$ cat src/rtl/round_robin_arbiter_pkg.sv
// Shared types for the round-robin arbiter slice.
package round_robin_arbiter_pkg;

    typedef enum logic {
        IDLE = 1'b0,
        BUSY = 1'b1
    } rr_state_e;

endpackage

$ cat src/rtl/round_robin_arbiter_if.sv
// Request/grant bundle between requesters (master side) and the arbiter (slave side).
interface round_robin_arbiter_if #(
    parameter int unsigned width = 2
);
    localparam int unsigned OW = (width > 1) ? $clog2(width) : 1;

    logic [width-1:0] i_request;
    logic [width-1:0] o_grant;
    logic             o_valid;
    logic [OW-1:0]    o_owner;

    modport master (
        output i_request,
        input  o_grant,
        input  o_valid,
        input  o_owner
    );

    modport slave (
        input  i_request,
        output o_grant,
        output o_valid,
        output o_owner
    );
endinterface

$ cat src/rtl/round_robin_arbiter_fpa.sv
// Combinational fixed-priority arbiter: the lowest set request index wins.
module FixedPriorityArbitor #(
    parameter int unsigned width = 2
) (
    input  logic [width-1:0] i_request,
    output logic [width-1:0] o_grant
);
    // Two's-complement trick isolates the lowest set bit.
    always_comb begin
        o_grant = i_request & (~i_request + width'(1));
    end
endmodule

$ cat src/rtl/round_robin_arbiter.sv
// Round-robin arbiter with registered one-hot grant, grant locking and bounded burst length.
module round_robin_arbiter
    import round_robin_arbiter_pkg::*;
#(
    parameter int unsigned width     = 2,
    parameter int unsigned max_burst = 4
) (
    input logic                   clk,
    input logic                   rst,
    round_robin_arbiter_if.slave  bus
);
    localparam int unsigned OW = (width > 1) ? $clog2(width) : 1;
    localparam int unsigned CW = $clog2(max_burst + 1);

    rr_state_e        state_q, state_d;
    logic [width-1:0] grant_q, grant_d;
    logic             valid_q, valid_d;
    logic [OW-1:0]    last_q, last_d;
    logic [OW-1:0]    owner_q, owner_d;
    logic [CW-1:0]    count_q, count_d;

    logic [width-1:0] cand, mask, win_masked, win_full, winner;
    logic [OW-1:0]    winner_idx;
    logic             holder_req, others, burst_left;

    // The current holder is removed from the candidates, so a burst-expiry
    // re-select can never hand the grant straight back to it.
    always_comb begin
        cand = bus.i_request & ~grant_q;
        mask = '0;
        for (int unsigned i = 0; i < width; i++) begin
            mask[i] = cand[i] && (OW'(i) > last_q);
        end
    end

    FixedPriorityArbitor #(.width(width)) u_fpa_masked (
        .i_request (mask),
        .o_grant   (win_masked)
    );

    FixedPriorityArbitor #(.width(width)) u_fpa_full (
        .i_request (cand),
        .o_grant   (win_full)
    );

    always_comb begin
        winner     = (|win_masked) ? win_masked : win_full;
        winner_idx = '0;
        for (int unsigned i = 0; i < width; i++) begin
            if (winner[i]) winner_idx = OW'(i);
        end
        holder_req = |(bus.i_request & grant_q);
        others     = |cand;
        burst_left = count_q < CW'(max_burst);
    end

    always_comb begin
        state_d = state_q;
        grant_d = grant_q;
        last_d  = last_q;
        owner_d = owner_q;
        count_d = count_q;
        unique case (state_q)
            IDLE: begin
                if (others) begin
                    state_d = BUSY;
                    grant_d = winner;
                    last_d  = winner_idx;
                    owner_d = winner_idx;
                    count_d = CW'(1);
                end
            end
            BUSY: begin
                if (holder_req && (burst_left || !others)) begin
                    if (burst_left) count_d = count_q + CW'(1);
                end else if (others) begin
                    grant_d = winner;
                    last_d  = winner_idx;
                    owner_d = winner_idx;
                    count_d = CW'(1);
                end else begin
                    state_d = IDLE;
                    grant_d = '0;
                    count_d = '0;
                end
            end
            default: state_d = IDLE;
        endcase
        valid_d = |grant_d;
    end

    always_ff @(posedge clk) begin
        if (rst) begin
            state_q <= IDLE;
            grant_q <= '0;
            valid_q <= 1'b0;
            last_q  <= OW'(width - 1);
            owner_q <= '0;
            count_q <= '0;
        end else begin
            state_q <= state_d;
            grant_q <= grant_d;
            valid_q <= valid_d;
            last_q  <= last_d;
            owner_q <= owner_d;
            count_q <= count_d;
        end
    end

    assign bus.o_grant = grant_q;
    assign bus.o_valid = valid_q;
    assign bus.o_owner = owner_q;
endmodule
$ cat src/flat_wrapper.sv
// flat-port wrapper written by rule: the top's interface ports become plain ports
module round_robin_arbiter_flat import round_robin_arbiter_pkg::*;
#(
    parameter int unsigned width     = 2,
    parameter int unsigned max_burst = 4
)
  (clk, rst, bus_i_request, bus_o_grant, bus_o_valid, bus_o_owner);
  round_robin_arbiter_if #(.width(width)) bus_i ();
  input logic clk;
  input logic rst;
  input wire logic [$bits(bus_i.i_request)-1:0] bus_i_request;
  output wire logic [$bits(bus_i.o_grant)-1:0] bus_o_grant;
  output wire logic [$bits(bus_i.o_valid)-1:0] bus_o_valid;
  output wire logic [$bits(bus_i.o_owner)-1:0] bus_o_owner;
  assign bus_i.i_request = bus_i_request;
  assign bus_o_grant = bus_i.o_grant;
  assign bus_o_valid = bus_i.o_valid;
  assign bus_o_owner = bus_i.o_owner;
  round_robin_arbiter #(.width(width), .max_burst(max_burst)) u_core (.clk(clk), .rst(rst), .bus(bus_i));
endmodule
$ cat config.mk
export PLATFORM = sky130hd
export DESIGN_NAME = round_robin_arbiter_flat
export DESIGN_NICKNAME = d
export VERILOG_FILES = /design/src/rtl/round_robin_arbiter_pkg.sv /design/src/rtl/round_robin_arbiter_if.sv /design/src/rtl/round_robin_arbiter_fpa.sv /design/src/rtl/round_robin_arbiter.sv /design/src/flat_wrapper.sv
export SDC_FILE = /design/constraint.sdc
export NUM_CORES = 1
export LEC_CHECK = 0
export CAP_MARGIN = 10
export CORE_AREA = 2 2 39 41
export CTS_BUF_LIST = sky130_fd_sc_hd__clkbuf_8
export CTS_CLUSTER_SIZE = 12
export DETAILED_ROUTE_END_ITERATION = 10
export DIE_AREA = 0 0 41 43
export PLACE_DENSITY_LB_ADDON = 0.25
export SLEW_MARGIN = 20
export SYNTH_ARGS = -nofsm -noshare
export SYNTH_HDL_FRONTEND = slang
export SYNTH_SLANG_ARGS = --single-unit
$ cat constraint.sdc
create_clock -name clk -period 4.9 [get_ports clk]
set_input_delay 1.47 -clock clk [delete_from_list [all_inputs] [get_ports clk]]
set_output_delay 1.47 -clock clk [all_outputs]
set_load 0.005 [all_outputs]
==> results.json, run 1 <==
{
  "crit_arrival_ns": 3.18,
  "holdCritPathClass": "flip-flop to flip-flop",
  "cts_buffers": 3,
  "nets": 76,
  "crit_family": "buffers and inverters",
  "worstPathRequired_ns": 5.03,
  "cp-start-kind": "primary input",
  "relSlewSlack": 0.6999,
  "grt_use_total": 0.1544,
  "ys_types": 31,
  "hold_viol_final": 0,
  "routed_wl_um": 1064,
  "drive_above_1_share": 0.1571,
  "crit_slowest_cell": "clkdlybuf4s50_1",
  "cap_violations": 0,
  "cts_tree": "done",
  "synth-edff-count": 0,
  "postCtsSetupBuffers": 0,
  "ys_seq_area_frac": 0.3273,
  "fin_crit_ns": 3.052,
  "synthesis.area_sq_um": 550.5,
  "ctsResizeCount": 0,
  "layout_common_cells": "9 x dfxtp_1, 8 x nand2_1, 7 x a21oi_1, 7 x clkdlybuf4s50_1",
  "io-pin-count": 8,
  "rsz0062_at_grt": "no",
  "intPower_uw": 156.9,
  "synth-main-ff-cell": "dfxtp_1",
  "syn_to_final_growth_pct": 19.77,
  "post-place-ws_ns": 1.633,
  "yosysWarnings": 0,
  "peakVddDrop_v": 0.0002908,
  "wire_per_inst_um": 12.37,
  "crit_type": "primary input to flip-flop",
  "rows": 14,
  "post-route-drc-count": 0,
  "clk_pin_slew_ns": 0.05,
  "syn_avg_cell_area_sq_um": 8.739,
  "async_flop_share": 0,
  "p_sw_frac": 0.2757,
  "worstPathMaxFanout": 10,
  "setup-violations-final": 0,
  "grt_first_pass_wirelength_um": 1835,
  "post_dp_cell_area_sq_um": 614.3,
  "path_cells": "clkdlybuf4s50_1 > nor2b_4 > o221ai_2 > and4b_1 > a2111oi_2",
  "drt_iter0_markers": 5,
  "path_buf_inv": 1,
  "io_buffer_count": 7,
  "clkLatencyLatePin_ns": 0.23,
  "hold_buffers": 0,
  "initial_core_util": 0.3978,
  "power_uw": 216.6,
  "vias_per_cell": 5.430,
  "grt_pass1_vias": 454,
  "die_h_um": 43,
  "seq_power_share": 0.408,
  "cts_sinks": 9,
  "fmax_ghz": 0.3277,
  "endpoint_kind": "flip-flop",
  "grt_max_degree": 14,
  "power.leakage_nw": 0.2475,
  "layout_commonest_cell": "dfxtp_1",
  "design_area_sq_um": 659.4,
  "hpwl_um": 757.2,
  "drv_slew": 0,
  "core-area_sq_um": 1384,
  "tightest_slew_ns": 0.4496,
  "finalCritPeriodShare": 0.6228,
  "clock_skew_ns": 0.003079,
  "fin_tns_setup_ns": 0,
  "overflow": 0,
  "status": "complete, no violations",
  "fillers": 130,
  "r2r_slack_ns": 3.41,
  "p_comb_frac": 0.203,
  "syn_nets": 68,
  "ys_ff_latch": 9,
  "antenna_found_initial": 0,
  "first_pass_iters": 4,
  "netlist_instances": 63,
  "place_congestion": 0.7858,
  "crit_path_max_incr_delay_ns": 0.66,
  "pwr-share-clk": 0.389,
  "p_switching_uw": 59.72,
  "die-area_sq_um": 1763,
  "cts-root-buf": "clkbuf_8",
  "ant_nets": 0,
  "power.density_nw_per_um2": 328.5,
  "setup_slack_ns": 1.848,
  "diodes": 0,
  "vias": 467,
  "htree_levels": 1,
  "die_width_um": 41,
  "cts_buffer_depth": 2
}
[layout make-up]
type / instances / area, sq um / area share
multi-input combinational: 45 / 325.3 / 0.4934
sequential: 9 / 180.2 / 0.2732
clock buffer: 3 / 41.29 / 0.06262
timing repair buffer: 7 / 70.07 / 0.1063
inverter: 5 / 18.77 / 0.02846
tap: 16 / 20.02 / 0.03036
clock inverter: 1 / 3.754 / 0.005693
[logic make-up (layout without fill, tap and decap cells)]
kind of cell	after synthesis	after routing	share of synthesized area
buf+inv	9	16	0.08181
fa+ha+maj	1	1	0.02272
flops	9	9	0.3273
simple gates	21	21	0.2409
compound gates	23	23	0.3273
[worst register-to-register path, delay by kind of cell (launching register included)]
kind,cells,cell delay (ns)
flip-flops,1,0.45
AND/OR/NAND/NOR,2,0.35
AO/OA/AOI/OAI,2,0.58
[per-stage QoR]
step / cells / hold slack, ns / util
finish: 86 / 0.4615 / 0.4765
global route: 86 / 0.4867 / 0.4765
CTS: 86 / 0.4606 / 0.4765
detailed placement: 82 / 0.4537 / 0.4439
global placement: 82 / 0.4612 / 0.4439
floorplan: 63 / 0.4356 / -
[cell usage after synthesis (2+ instances only)]
master	count	share of area
nand4b_1	2	0.032
nor2b_1	2	0.023
dfxtp_1	9	0.33
nand2_1	8	0.055
a21oi_1	7	0.064
inv_1	5	0.034
o21ai_0	6	0.055
[power groups by stage]
stage          clock network (mW)  logic, mW  registers, mW
3_5_place_dp                    0     0.0438         0.0896
2_1_floorplan                   0     0.0319         0.0873
5_1_grt                    0.0891     0.0491         0.0893
4_1_cts                    0.0870     0.0442         0.0883
3_3_place_gp                    0     0.0436         0.0896
6_report                   0.0843     0.0440         0.0883
[flip-flops by register name (all words and copies together), names as in the netlist]
signal / cells
u_core.bus.o_grant: 2
u_core.last_q: 1
u_core.bus.o_owner: 1
u_core.bus.o_valid: 1
u_core.state_q: 1
u_core.count_q: 3
[layer usage]
layer  GRT usage  routed length (um)  part of all wire  vias up
met1      0.2190                 568              0.53      218
met4     0.08000                  17             0.016        0
li1            -                   -                 -      241
met5           0                   0                 0        -
met3     0.03141                  25             0.023        2
met2      0.2125                 453              0.43        6
[worst paths after layout]
| check | startpoint | end | cells past startpoint |
|---|---|---|---|
| max | bus_i_request[1] | u_core.count_q[0] | 5 |
| max reg2reg | u_core.bus.o_grant[0] | u_core.count_q[0] | 4 |
| min reg2reg | u_core.count_q[1] | u_core.count_q[1] | 2 |
| min | u_core.count_q[1] | u_core.count_q[1] | 2 |
(Power assumes the default switching activity.)
==> run 2, diff against run 1 <==
==> constraint.sdc (replaced) <==
create_clock -name clk -period 2.9 [get_ports clk]
set_input_delay 0.87 -clock clk [delete_from_list [all_inputs] [get_ports clk]]
set_output_delay 0.87 -clock clk [all_outputs]
set_load 0.005 [all_outputs]
==> results.json, run 2 (same netlist as run 1, synthesis figures left out) <==
{
  "htree_levels": 1,
  "ctsResizeCount": 0,
  "clock_skew_ns": 0.0007720,
  "finalCritPeriodShare": 0.8399,
  "ant_nets": 0,
  "post-route-drc-count": 0,
  "relSlewSlack": 0.7045,
  "cts_buffer_depth": 2,
  "overflow": 0,
  "peakVddDrop_v": 0.0004893,
  "fmax_ghz": 0.4106,
  "clkLatencyLatePin_ns": 0.23,
  "drive_above_1_share": 0.1571,
  "power_uw": 367.0,
  "hold_viol_final": 0,
  "pwr-share-clk": 0.392,
  "crit_path_max_incr_delay_ns": 0.67,
  "largest-register": "u_core.count_q",
  "cts_buffers": 3,
  "endpoint_kind": "flip-flop",
  "setup-violations-final": 0,
  "fin_crit_ns": 2.436,
  "io_buffer_count": 7,
  "cts_sinks": 9,
  "core-area_sq_um": 1384,
  "initial_core_util": 0.3978,
  "crit_type": "primary input to flip-flop",
  "p_sw_frac": 0.2773,
  "place_congestion": 0.7833,
  "routed_wl_um": 1085,
  "grt_first_pass_wirelength_um": 1869,
  "diodes": 0,
  "nets": 76,
  "p_switching_uw": 101.8,
  "largest_reg_flops": 3,
  "die_h_um": 43,
  "cts-root-buf": "clkbuf_8",
  "worstPathRequired_ns": 3.03,
  "layout_common_cells": "9 x dfxtp_1, 8 x nand2_1, 7 x a21oi_1, 7 x clkdlybuf4s50_1",
  "drt_iter0_markers": 7,
  "first_pass_iters": 4,
  "grt_max_degree": 14,
  "io-pin-count": 8,
  "drv_slew": 0,
  "path_cells": "clkdlybuf4s50_1 > nor2b_4 > o221ai_2 > and4b_1 > a2111oi_2",
  "power.density_nw_per_um2": 556.5,
  "seq_power_share": 0.406,
  "clk_pin_slew_ns": 0.05,
  "syn_to_final_growth_pct": 19.77,
  "crit_arrival_ns": 2.57,
  "cts_tree": "done",
  "postCtsSetupBuffers": 0,
  "rows": 14,
  "vias": 457,
  "fillers": 130,
  "final_cells": 86,
  "rsz0062_at_grt": "no",
  "crit_slowest_cell": "clkdlybuf4s50_1",
  "fin_tns_setup_ns": 0,
  "grt_use_total": 0.1574,
  "die_width_um": 41,
  "intPower_uw": 265.2,
  "hold_buffers": 0,
  "power.leakage_nw": 0.2475,
  "worstPathMaxFanout": 10,
  "final_util": 0.4765,
  "vias_per_cell": 5.314,
  "dp.cells": 82,
  "layout_commonest_cell": "dfxtp_1",
  "holdCritPathClass": "flip-flop to flip-flop",
  "wire_per_inst_um": 12.62,
  "cap_violations": 0,
  "tightest_slew_ns": 0.4426,
  "die-area_sq_um": 1763,
  "hpwl_um": 787.4,
  "status": "complete, no violations",
  "grt_pass1_vias": 437,
  "cp-start-kind": "primary input",
  "p_comb_frac": 0.202,
  "antenna_found_initial": 0
}
[run 2: layout make-up]
cell class / instances / area [sq um] / share of cell area
multi-input combinational: 45 / 325.3 / 0.4934
sequential: 9 / 180.2 / 0.2732
timing repair buffer: 7 / 70.07 / 0.1063
clock buffer: 3 / 41.29 / 0.06262
tap: 16 / 20.02 / 0.03036
inverter: 5 / 18.77 / 0.02846
clock inverter: 1 / 3.754 / 0.005693
[run 2: power groups by stage]
| stage | sequential (mW) | clock [mW] | combinational [mW] |
|---|---|---|---|
| 2_1_floorplan | 0.147 | 0 | 0.0539 |
| 3_3_place_gp | 0.151 | 0 | 0.0738 |
| 3_5_place_dp | 0.151 | 0 | 0.0744 |
| 4_1_cts | 0.149 | 0.147 | 0.0748 |
| 5_1_grt | 0.151 | 0.154 | 0.0830 |
| 6_report | 0.149 | 0.144 | 0.0740 |
[run 2: per-stage QoR]
stage | cell area (sq um) | hold slack (ns) | setup WS, ns
6_report | 659.4 | 0.4632 | 0.4643
5_1_grt | 659.4 | 0.4918 | 0.3660
4_1_cts | 659.4 | 0.4632 | 0.4512
3_5_place_dp | 614.3 | 0.4564 | 0.2013
3_3_place_gp | 614.3 | 0.4604 | 0.2464
2_1_floorplan | 550.5 | 0.4356 | 0.9444
[run 2: worst max-delay path, delay by kind of cell]
family / cells / cell delay, ns
AO/OA/AOI/OAI: 2 / 0.45
buffers and inverters: 1 / 0.67
AND/OR/NAND/NOR: 2 / 0.57
[run 2: worst paths after layout]
check	start	to	slack, ns	cells after the start
worst max register to register	u_core.bus.o_grant[0]	u_core.count_q[0]	1.42	4
worst min-delay path	u_core.count_q[1]	u_core.count_q[1]	0.46	2
worst min register to register	u_core.count_q[1]	u_core.count_q[1]	0.46	2
worst max-delay path	bus_i_request[1]	u_core.count_q[0]	0.46	5
[run 2: layer usage]
metal,GRT usage,vias to the layer above,part of all wire
met5,0,-,0
met4,0.08000,0,0.016
met3,0.04712,2,0.036
met2,0.2063,8,0.40
met1,0.2255,206,0.55
li1,-,241,-
